File: config.mk
export PLATFORM = sky130hd
export DESIGN_NAME = sound_mixer
export DESIGN_NICKNAME = d
export VERILOG_FILES = /design/src/rtl/sound_mixer.sv
export SDC_FILE = /design/constraint.sdc
export NUM_CORES = 1
export LEC_CHECK = 0
export CORE_ASPECT_RATIO = 0.9
export CORE_MARGIN = 2
export CORE_UTILIZATION = 65
export CTS_BUF_LIST = sky130_fd_sc_hd__clkbuf_4 sky130_fd_sc_hd__clkbuf_8 sky130_fd_sc_hd__clkbuf_16
export DETAILED_ROUTE_END_ITERATION = 10
export DONT_BUFFER_PORTS = 1
export HOLD_SLACK_MARGIN = 0.06
export PLACE_DENSITY_LB_ADDON = 0.05
export SYNTH_ARGS = -nofsm -noshare
export SYNTH_HDL_FRONTEND = slang
export SYNTH_SLANG_ARGS = --single-unit
File: constraint.sdc
create_clock -name clk -period 9.4 [get_ports clk]
set_input_delay 1.88 -clock clk [delete_from_list [all_inputs] [get_ports clk]]
set_output_delay 1.88 -clock clk [all_outputs]
set_load 0.005 [all_outputs]
File: src/rtl/sound_mixer.sv
// sound_mixer: multi-channel PCM mixer for the 1-bit sound DAC.
//
// On an accepted sample strobe all channel samples, volumes and mutes are
// snapshotted.  Each channel is then multiply-accumulated with its volume,
// one per cycle.  The sum is scaled by 2**-VOL_WIDTH, saturated and
// presented on out with a one-cycle out_valid pulse.
//
// Ports
//   clk        in   system clock
//   reset      in   synchronous reset, active-high
//   sample_en  in   sample strobe; every high cycle counts as one strobe
//   ch_in      in   CH_COUNT signed samples, ch0 in the LSBs
//   ch_vol     in   CH_COUNT unsigned volumes, ch0 in the LSBs
//   ch_mute    in   per-channel mute, 1 = channel contributes 0
//   out        out  signed mixed sample, held between updates
//   out_valid  out  one-cycle pulse when out updates
//   clip       out  latest out was saturated; valid alongside out
//   busy       out  mix in progress; strobes are ignored while high
//   drop       out  one-cycle pulse, the cycle after a strobe hit busy
//   mix_state  out  current FSM state (debug)
//
// Handshake: a strobe is taken only in a cycle where busy is low.  busy
// rises the next cycle and stays high through the out_valid cycle, so a
// strobe in the cycle right after out_valid is the earliest one accepted.
module sound_mixer #(
    parameter int CH_COUNT  = 4,
    parameter int IN_WIDTH  = 16,
    parameter int VOL_WIDTH = 4,
    parameter int OUT_WIDTH = 16
) (
    input  logic                          clk,
    input  logic                          reset,
    input  logic                          sample_en,
    input  logic [CH_COUNT*IN_WIDTH-1:0]  ch_in,
    input  logic [CH_COUNT*VOL_WIDTH-1:0] ch_vol,
    input  logic [CH_COUNT-1:0]           ch_mute,
    output logic [OUT_WIDTH-1:0]          out,
    output logic                          out_valid,
    output logic                          clip,
    output logic                          busy,
    output logic                          drop,
    output logic [1:0]                    mix_state
);

    localparam int PROD_W = IN_WIDTH + VOL_WIDTH + 1;
    localparam int ACC_W  = PROD_W + $clog2(CH_COUNT);
    localparam int IDX_W  = (CH_COUNT > 1) ? $clog2(CH_COUNT) : 1;

    localparam logic signed [ACC_W-1:0] OUT_MAX = ACC_W'((64'sd1 <<< (OUT_WIDTH - 1)) - 64'sd1);
    localparam logic signed [ACC_W-1:0] OUT_MIN = -OUT_MAX - ACC_W'(1);

    typedef enum logic [1:0] {
        IDLE  = 2'd0,
        ACCUM = 2'd1,
        DONE  = 2'd2
    } state_t;

    state_t                        state;
    logic [CH_COUNT*IN_WIDTH-1:0]  snap_in;
    logic [CH_COUNT*VOL_WIDTH-1:0] snap_vol;
    logic [CH_COUNT-1:0]           snap_mute;
    logic [IDX_W-1:0]              idx;
    logic signed [ACC_W-1:0]       acc;

    logic [IN_WIDTH-1:0]           sample_sel;
    logic [VOL_WIDTH-1:0]          vol_sel;
    logic                          mute_sel;
    logic signed [PROD_W-1:0]      prod;
    logic signed [ACC_W-1:0]       term;
    logic signed [ACC_W-1:0]       scaled;
    logic [OUT_WIDTH-1:0]          sat_val;
    logic                          sat_flag;

    assign mix_state = state;

    // Multiply the selected channel.  Both operands are extended to the
    // full product width first (sample sign-extended, volume zero-extended)
    // so the truncated product is exact.
    always_comb begin
        sample_sel = snap_in[idx*IN_WIDTH +: IN_WIDTH];
        vol_sel    = snap_vol[idx*VOL_WIDTH +: VOL_WIDTH];
        mute_sel   = snap_mute[idx];
        prod       = $signed({{(VOL_WIDTH+1){sample_sel[IN_WIDTH-1]}}, sample_sel})
                   * $signed({{(IN_WIDTH+1){1'b0}}, vol_sel});
        term       = mute_sel ? '0
                              : $signed({{(ACC_W-PROD_W){prod[PROD_W-1]}}, prod});
    end

    // Arithmetic shift floors toward -inf, then clamp into the output range.
    always_comb begin
        scaled   = acc >>> VOL_WIDTH;
        sat_flag = 1'b0;
        sat_val  = scaled[OUT_WIDTH-1:0];
        if (scaled > OUT_MAX) begin
            sat_val  = OUT_MAX[OUT_WIDTH-1:0];
            sat_flag = 1'b1;
        end else if (scaled < OUT_MIN) begin
            sat_val  = OUT_MIN[OUT_WIDTH-1:0];
            sat_flag = 1'b1;
        end
    end

    always_ff @(posedge clk) begin
        if (reset) begin
            state     <= IDLE;
            snap_in   <= '0;
            snap_vol  <= '0;
            snap_mute <= '0;
            idx       <= '0;
            acc       <= '0;
            out       <= '0;
            out_valid <= 1'b0;
            clip      <= 1'b0;
            busy      <= 1'b0;
            drop      <= 1'b0;
        end else begin
            out_valid <= 1'b0;
            drop      <= sample_en && busy;
            case (state)
                IDLE: begin
                    // busy can still be high here: that is the out_valid cycle.
                    busy <= 1'b0;
                    if (sample_en && !busy) begin
                        snap_in   <= ch_in;
                        snap_vol  <= ch_vol;
                        snap_mute <= ch_mute;
                        acc       <= '0;
                        idx       <= '0;
                        busy      <= 1'b1;
                        state     <= ACCUM;
                    end
                end
                ACCUM: begin
                    acc <= acc + term;
                    idx <= idx + IDX_W'(1);
                    if (idx == IDX_W'(CH_COUNT - 1)) begin
                        state <= DONE;
                    end
                end
                DONE: begin
                    out       <= sat_val;
                    clip      <= sat_flag;
                    out_valid <= 1'b1;
                    state     <= IDLE;
                end
                default: state <= IDLE;
            endcase
        end
    end

endmodule

# Word level (Yosys, flattened, before mapping)
# Cells that the tools add are included.
# classes
addsub	2
n_mul	1
div	0
magnitude_cmp	3
n_eq_ne	5
shifts	2
muxes	16
bitwise_logic	0
n_reduce_logical	8
# op_table
op	n
$shiftx 64x7->16	1
$mux 23	2
$pmux 23 s2	1
$mux 16	2
$add 23x23->23	1
$mul 16x5->21	1
$gt 19x16->1 const B	1
$lt 19x16->1 const B	1
$shiftx 16x5->4	1
$pmux 2 s2	2
$mux 2	3
$reduce_and 2->1	3
$mux 1	5
$eq 2x2->1 const B	2
$ne 2x2->1 const B	2
$lt 2x3->1 const B	1
$add 2x1->2 const B	1
$bmux 1 s2	1
$eq 2x1->1 const B	1
$logic_and 1x1->1	2
$logic_not 2->1	1
$reduce_bool 2->1	1
$logic_not 1->1	1
# totals
reg_bits	131
latchBits	0
ram_bits	0
romBits	0
inputBits	87
elab_cells	48
memories	0

# Longest topological paths before layout
# Gate-level depths: netlist (run 1).
# depth
depth_word	5
mapped_depth	28

# Least setup slack after synthesis (run 1)
# No wires, ideal clock.
# synth_timing
path_type	register -> register
start	register idx[0]
end	register acc[22]
arrival_ns	6.349
t_required_ns	9.277
path_slack_ns	2.927
path_stages_with_launch	28
n_path_buf	3
synth_period_minus_slack_ns	6.473
path_cell_list	dfxtp_1 buf_6 buf_2 buf_2 mux4_2 and2_1 ha_1 fa_1 inv_1 fa_1 inv_1 ha_1 and3_1 a221oi_1 a211oi_1 a21o_1 a21oi_1 xor2_1 nor2_1 ha_1 a21o_1 a211oi_1 o31ai_1 a21o_1 a221o_1 xnor2_2 a21oi_1 o22ai_1
# synth_between
elab_chain_cells	5
# synth_lines
item	line	rtl
start, declared	62	logic [IDX_W-1:0] idx;
start signal, assigned	135	idx <= idx + IDX_W'(1);
$shiftx 64x7->16, or another cell as far along	80	sample_sel = snap_in[idx*IN_WIDTH +: IN_WIDTH];
$mul 16x5->21 or $mux 1 (tied branches)	84, 82	
$mux 23 *	85	term = mute_sel ? '0
$add 23x23->23 *	134	acc <= acc + term;
$pmux 23 s2 *	119	case (state)
end signal, assigned	134	
end, declared	63	logic signed [ACC_W-1:0] acc;
# Every way passes the cells marked *; elsewhere a longest branch is shown, timed or not. The select of a mux whose other input is x is not followed.
# A chain may end at the register's enable or synchronous reset.

# Final worst setup path (run 1)
# layout_timing
start	register idx[0]
end	register acc[20]
# The elaborated chain is that of the path after synthesis.

==> results of run 1 <==
==> worst paths after layout <==
kind	end	depth (start not counted)	slack [ns]	startpoint
hold / removal	snap_vol[12]	2	0.45	snap_vol[12]
setup / recovery	acc[20]	25	2.67	idx[0]
hold reg to reg	snap_vol[12]	2	0.45	snap_vol[12]
setup reg to reg	acc[20]	25	2.67	idx[0]
==> where the power goes <==
part	internal (mW)	total, mW	switching [mW]
Clock	0.377	0.663	0.287
Sequential	0.584	0.600	0.0168
Combinational	0.0697	0.187	0.117
==> flip-flops by register name (all words and copies together) (netlist names) <==
name and cells:
snap_in 64, snap_vol 16, acc 23, mix_state 2
out 16, out_valid 1, clip 1, drop 1
idx 2, snap_mute 4, busy 1
==> final cells by class <==
| class | instances | share of cell area, % |
|---|---|---|
| multi-input cells | 782 | 59.0 |
| flip-flops and latches | 131 | 28.6 |
| clock buffers | 17 | 4.64 |
| inverters | 81 | 3.32 |
| well taps | 164 | 2.24 |
| clock inverters | 15 | 1.76 |
| repair buffers | 5 | 0.410 |
==> cell usage in the layout, fill, tap and decap left out, types with 3 or more instances in the layout <==
cell type / netlist / final
buf_4: 0 / 5
nor3_1: 6 / 5
inv_8: 0 / 4
o31ai_1: 4 / 4
and3_1: 6 / 6
a2111oi_0: 3 / 3
o21ai_0: 44 / 44
clkbuf_16: 0 / 17
and2_1: 49 / 49
a21o_1: 16 / 16
a211oi_1: 7 / 7
inv_1: 81 / 81
nor2b_1: 5 / 5
nor2_1: 43 / 43
xnor2_1: 21 / 21
dfxtp_1: 131 / 131
mux4_2: 21 / 21
nand3_1: 16 / 16
o211ai_1: 3 / 3
ha_1: 63 / 63
fa_1: 34 / 34
nand4_1: 3 / 3
o21a_1: 4 / 4
xor2_1: 13 / 13
a21oi_1: 140 / 140
nand2_1: 233 / 233
a31oi_1: 4 / 4
nand2b_1: 9 / 9
inv_6: 0 / 6
==> layer usage <==
metal	up-vias	global-route usage (%)	share of wire, %
li1	3471	-	-
met1	3261	36.0	45
met2	165	45.3	48
met3	30	6.43	5.1
met4	0	8.24	1.7
met5	-	0	0
==> kinds of logic (layout without fill, tap and decap cells) <==
kind of cell	after synthesis	after routing	share of synthesized area [%]
AOI/OAI and AO/OA	249	249	17.0
xor gates and xnor gates	35	35	3.68
adders and majority gates	97	97	17.2
buffers and inverters	134	118	6.02
DFF	131	131	30.8
muxes	22	22	5.72
and+or+nand+nor	379	379	19.6
==> worst min-delay path, cell delays in order (launching register included) <==
cell and delay (ns):
dfxtp_1 0.31, nand2_1 0.05, a21oi_1 0.05
==> stage by stage <==
step	utilization [%]	hold WS, ns	cells	setup slack [ns]	area, µm²
5_1_grt	71.9	0.466	1195	2.14	9160
4_1_cts	71.9	0.450	1195	2.64	9160
3_5_place_dp	67.3	0.440	1163	2.68	8580
2_1_floorplan	-	0.433	1047	2.93	8530
3_3_place_gp	67.3	0.436	1163	2.72	8580
6_report	71.9	0.450	1195	2.67	9160
==> flow_metrics.env, run 1 <==
export IMPL_port_buffers=0
export IMPL_power_leakage_nw=3.99
export IMPL_drc_errors=0
export IMPL_finalCriticalPeriod_ns=6.73
export IMPL_fillers=1024
export IMPL_cp_end_kind="flip-flop"
export IMPL_cp_arrival_ns=7.03
export IMPL_post_cts_buffers=0
export IMPL_die_h_um=113
export IMPL_post_cts_resized=0
export IMPL_drive_above_1_share_pct=6.69
export IMPL_yosysMostFrequentCell="nand2_1"
export IMPL_min_path_type="flip-flop to flip-flop"
export IMPL_viasPerCell=5.80
export IMPL_cts_max_path_buffers=2
export IMPL_dr_total_vias=6927
export IMPL_antenna_cells=0
export IMPL_post_route_period_util_pct=71.6
export IMPL_coreArea_mm2=0.0127
export IMPL_yosys_area_top_type_share_pct=30.8
export IMPL_yosysSeqAreaShare_pct=30.8
export IMPL_antenna_found_initial=0
export IMPL_slew_limit_headroom_pct=35.1
export IMPL_initial_core_util_pct=67.0
export IMPL_htree_levels=4
export IMPL_synth_top_area_cell="dfxtp_1"
export IMPL_gr_usage_all_layers_pct=27.4
export IMPL_wl_um=18500
export IMPL_ir_worst_vdd_mv=0.185
export IMPL_regArea_mm2=0.00262
export IMPL_nNetsFinal=1202
export IMPL_fmax_mhz=149
export IMPL_crit_family="adder cells"
export IMPL_cp_slowest_cell="mux4_2"
export IMPL_rows=39
export IMPL_synth_top_cells_by_count="233 x nand2_1, 140 x a21oi_1, 131 x dfxtp_1"
export IMPL_synth_seq_cells=131
export IMPL_die_w_um=125
export IMPL_maxSlewViolCount=0
export IMPL_tightest_slew_ns=0.973
export IMPL_critical_path_class="flip-flop to flip-flop"
export IMPL_worst_path_buf_inv=3
export IMPL_clock_skew_ns=0.0146
export IMPL_antenna_left=0
export IMPL_rsz0062_at_grt="no"
export IMPL_cts_root_buf="clkbuf_16"
export IMPL_synth_distinct_cells=56
export IMPL_clkTransAtPathRegs_ns=0.06
export IMPL_multi_input_area_mm2=0.00541
export IMPL_cts_sinks=131
export IMPL_synth_flop_cell="dfxtp_1"
export IMPL_yosys_top_cells_area="dfxtp_1 31%, nand2_1 10%, ha_1 9.2%"
export IMPL_die_area_mm2=0.0141
export IMPL_initialDrtViolationCount=372
export IMPL_synth_edff_count=0
export IMPL_required_ns=9.70
export IMPL_setup_tns_ns=0
export IMPL_avgRoutedWirePerCell_um=15.5
export IMPL_powerDensity_mw_per_mm2=158
export IMPL_syn_to_final_growth_pct=7.45
export IMPL_drv_cap=0
export IMPL_yosysWarnings=0
export IMPL_cpPeakStageDelay_ns=0.72
export IMPL_grt_overflow_total=0
export IMPL_startpoint_type="flip-flop"
export IMPL_postCtsHoldBufs=0
export IMPL_timing_final_hold_violations=0
export IMPL_place_gp_congestion=0.891
export IMPL_io_pins=109
export IMPL_clk_latency_ns=0.43
export IMPL_grt_max_degree=120
export IMPL_synth_fp_nets=1231
export IMPL_setup_viol=0
export IMPL_path_max_fanout=24
export IMPL_cts_tree="yes"
export IMPL_place_hpwl_um=13500
export IMPL_async_flop_share_pct=0
export IMPL_grt_pass1_vias=6620
export IMPL_status="finished clean"
export IMPL_synthesis_area_mm2=0.00853
export IMPL_syn_inst=1047
export IMPL_grt_pass1_wl_um=31300
export IMPL_synth_avg_cell_area_um2=8.14
export IMPL_numCtsBuffers=17
export IMPL_crit_top_cell="ha_1"
export IMPL_power_mw=1.45
export IMPL_first_pass_iters=5
Note: power is estimated with default switching activity, not from simulation.
==> inputs of run 2 (changes only) <==
==> constraint.sdc (replaced) <==
create_clock -name clk -period 6.6 [get_ports clk]
set_input_delay 1.32 -clock clk [delete_from_list [all_inputs] [get_ports clk]]
set_output_delay 1.32 -clock clk [all_outputs]
set_load 0.005 [all_outputs]
==> flow_metrics.env, run 2 (synthesized netlist as in run 1, its figures left out) <==
export IMPL_status="finished clean"
export IMPL_cts_tree="yes"
export IMPL_initialDrtViolationCount=439
export IMPL_drive_above_1_share_pct=9.53
export IMPL_power_leakage_nw=4.09
export IMPL_finalCriticalPeriod_ns=6.47
export IMPL_powerDensity_mw_per_mm2=221
export IMPL_post_route_period_util_pct=98.1
export IMPL_place_hpwl_um=13900
export IMPL_cp_end_kind="flip-flop"
export IMPL_setup_viol=0
export IMPL_place_gp_congestion=0.908
export IMPL_required_ns=6.89
export IMPL_ir_worst_vdd_mv=0.209
export IMPL_top_register="snap_in"
export IMPL_clkPwrFrac_pct=44.9
export IMPL_cts_max_path_buffers=2
export IMPL_largestRegisters="snap_in: 64 flops, acc: 23 flops"
export IMPL_antenna_cells=0
export IMPL_post_dp_cell_area_mm2=0.00867
export IMPL_grt_overflow_total=0
export IMPL_timing_final_hold_violations=0
export IMPL_clk_latency_ns=0.42
export IMPL_gr_usage_all_layers_pct=27.8
export IMPL_tightest_slew_ns=0.984
export IMPL_path_max_fanout=9
export IMPL_wl_um=19900
export IMPL_nNetsFinal=1220
export IMPL_grt_max_degree=120
export IMPL_most_common_layout_cells="233 x nand2_1, 139 x a21oi_1, 129 x dfxtp_1, 81 x inv_1, 59 x ha_1"
export IMPL_stdcell_area_mm2=0.00942
export IMPL_timing_hold_ws_ns=0.448
export IMPL_multi_input_area_mm2=0.00552
export IMPL_fin_cells=1213
export IMPL_syn_to_final_growth_pct=10.5
export IMPL_io_pins=109
export IMPL_switchingPower_mw=0.581
export IMPL_die_w_um=125
export IMPL_regArea_mm2=0.00263
export IMPL_rows=39
export IMPL_startpoint_type="flip-flop"
export IMPL_cts_sinks=131
export IMPL_pwr_share_comb_pct=13.8
export IMPL_intPower_mw=1.50
export IMPL_avgRoutedWirePerCell_um=16.4
export IMPL_min_path_type="flip-flop to flip-flop"
export IMPL_clock_skew_ns=0.0145
export IMPL_coreArea_mm2=0.0127
export IMPL_dr_total_vias=7089
export IMPL_port_buffers=0
export IMPL_cpPeakStageDelay_ns=0.55
export IMPL_grt_pass1_wl_um=31800
export IMPL_fmax_mhz=154
export IMPL_largest_reg_flops=64
export IMPL_place_inst=1174
export IMPL_postCtsHoldBufs=0
export IMPL_fillers=1003
export IMPL_cp_arrival_ns=6.76
export IMPL_clkTransAtPathRegs_ns=0.06
export IMPL_drc_errors=0
export IMPL_final_common_cell="nand2_1"
export IMPL_worst_slack_ns=0.127
export IMPL_antenna_found_initial=0
export IMPL_place_ws_ns=-0.0776
export IMPL_cts_root_buf="clkbuf_16"
export IMPL_sw_frac_of_total_pct=27.9
export IMPL_drv_cap=0
export IMPL_critical_path_class="flip-flop to flip-flop"
export IMPL_slew_limit_headroom_pct=34.4
export IMPL_grt_pass1_vias=6717
export IMPL_die_area_mm2=0.0141
export IMPL_cp_slowest_cell="mux4_2"
export IMPL_numCtsBuffers=17
export IMPL_die_h_um=113
export IMPL_maxSlewViolCount=0
export IMPL_antenna_left=0
export IMPL_first_pass_iters=5
export IMPL_viasPerCell=5.84
export IMPL_p_seq_share_pct=41.4
export IMPL_htree_levels=4
export IMPL_initial_core_util_pct=67.0
-- run 2: cell count changes in the layout (fill, tap and decap cells not counted), moves of 3 or more --
| cell | previous run | this run |
|---|---|---|
| buf_4 | 5 | 20 |
| ha_1 | 63 | 59 |
| clkbuf_8 | 0 | 3 |
| inv_8 | 4 | 1 |
-- run 2: area by class of cell --
class	instances	share of cell area (%)
Multi-Input combinational cell	783	58.6
Clock buffer	20	4.95
Timing Repair Buffer	22	1.93
Sequential cell	131	27.9
Tap cell	164	2.18
Inverter	81	3.23
Clock inverter	12	1.26
-- run 2: worst paths after layout --
check                                 start     endpoint  slack (ns)  cells after the start
worst max register to register       idx[0]      acc[19]        0.13                     25
worst max-delay path                 idx[0]      acc[19]        0.13                     25
worst min register to register  snap_in[32]  snap_in[32]        0.45                      2
worst min-delay path            snap_in[32]  snap_in[32]        0.45                      2
-- run 2: routing by layer --
metal | global-route usage (%) | part of all wire, %
met5 | 0 | 0
met1 | 38.1 | 46
met2 | 44.2 | 47
met3 | 5.91 | 4.9
met4 | 9.51 | 1.7
-- run 2: power by group through the flow --
stage,combinational [mW],sequential [mW],clock (mW)
final,0.286,0.860,0.933
after global routing,0.321,0.863,0.980
after CTS,0.276,0.857,0.938
after detailed placement,0.274,0.873,0
after global placement,0.269,0.872,0
after floorplan,0.226,0.863,0
-- run 2: worst max-delay path, delay by kind of cell (launching register included) --
| family | cells | cell delay [ns] |
|---|---|---|
| xor gates and xnor gates | 2 | 0.41 |
| and+or+nand+nor | 5 | 0.74 |
| adders and majority gates | 5 | 2.05 |
| buffers and inverters | 3 | 0.24 |
| AOI/OAI and AO/OA | 9 | 1.93 |
| muxes | 1 | 0.55 |
| DFF | 1 | 0.40 |
-- run 2: timing repair --
action / CTS / global route
buffers inserted: 0 / 6
endpoints found under the setup margin: 1 / 5
resized for setup: 1 / 21
gates cloned: 0 / 1
pin swaps: 0 / 6
-- run 2: through the flow --
| step | utilization [%] | setup TNS [ns] | power, mW |
|---|---|---|---|
| 2_1_floorplan | - | 0 | 1.09 |
| 3_3_place_gp | 68.1 | 0 | 1.14 |
| 3_5_place_dp | 68.1 | -0.0776 | 1.15 |
| 4_1_cts | 72.7 | 0 | 2.07 |
| 5_1_grt | 74.0 | -0.187 | 2.16 |
| 6_report | 74.0 | 0 | 2.08 |
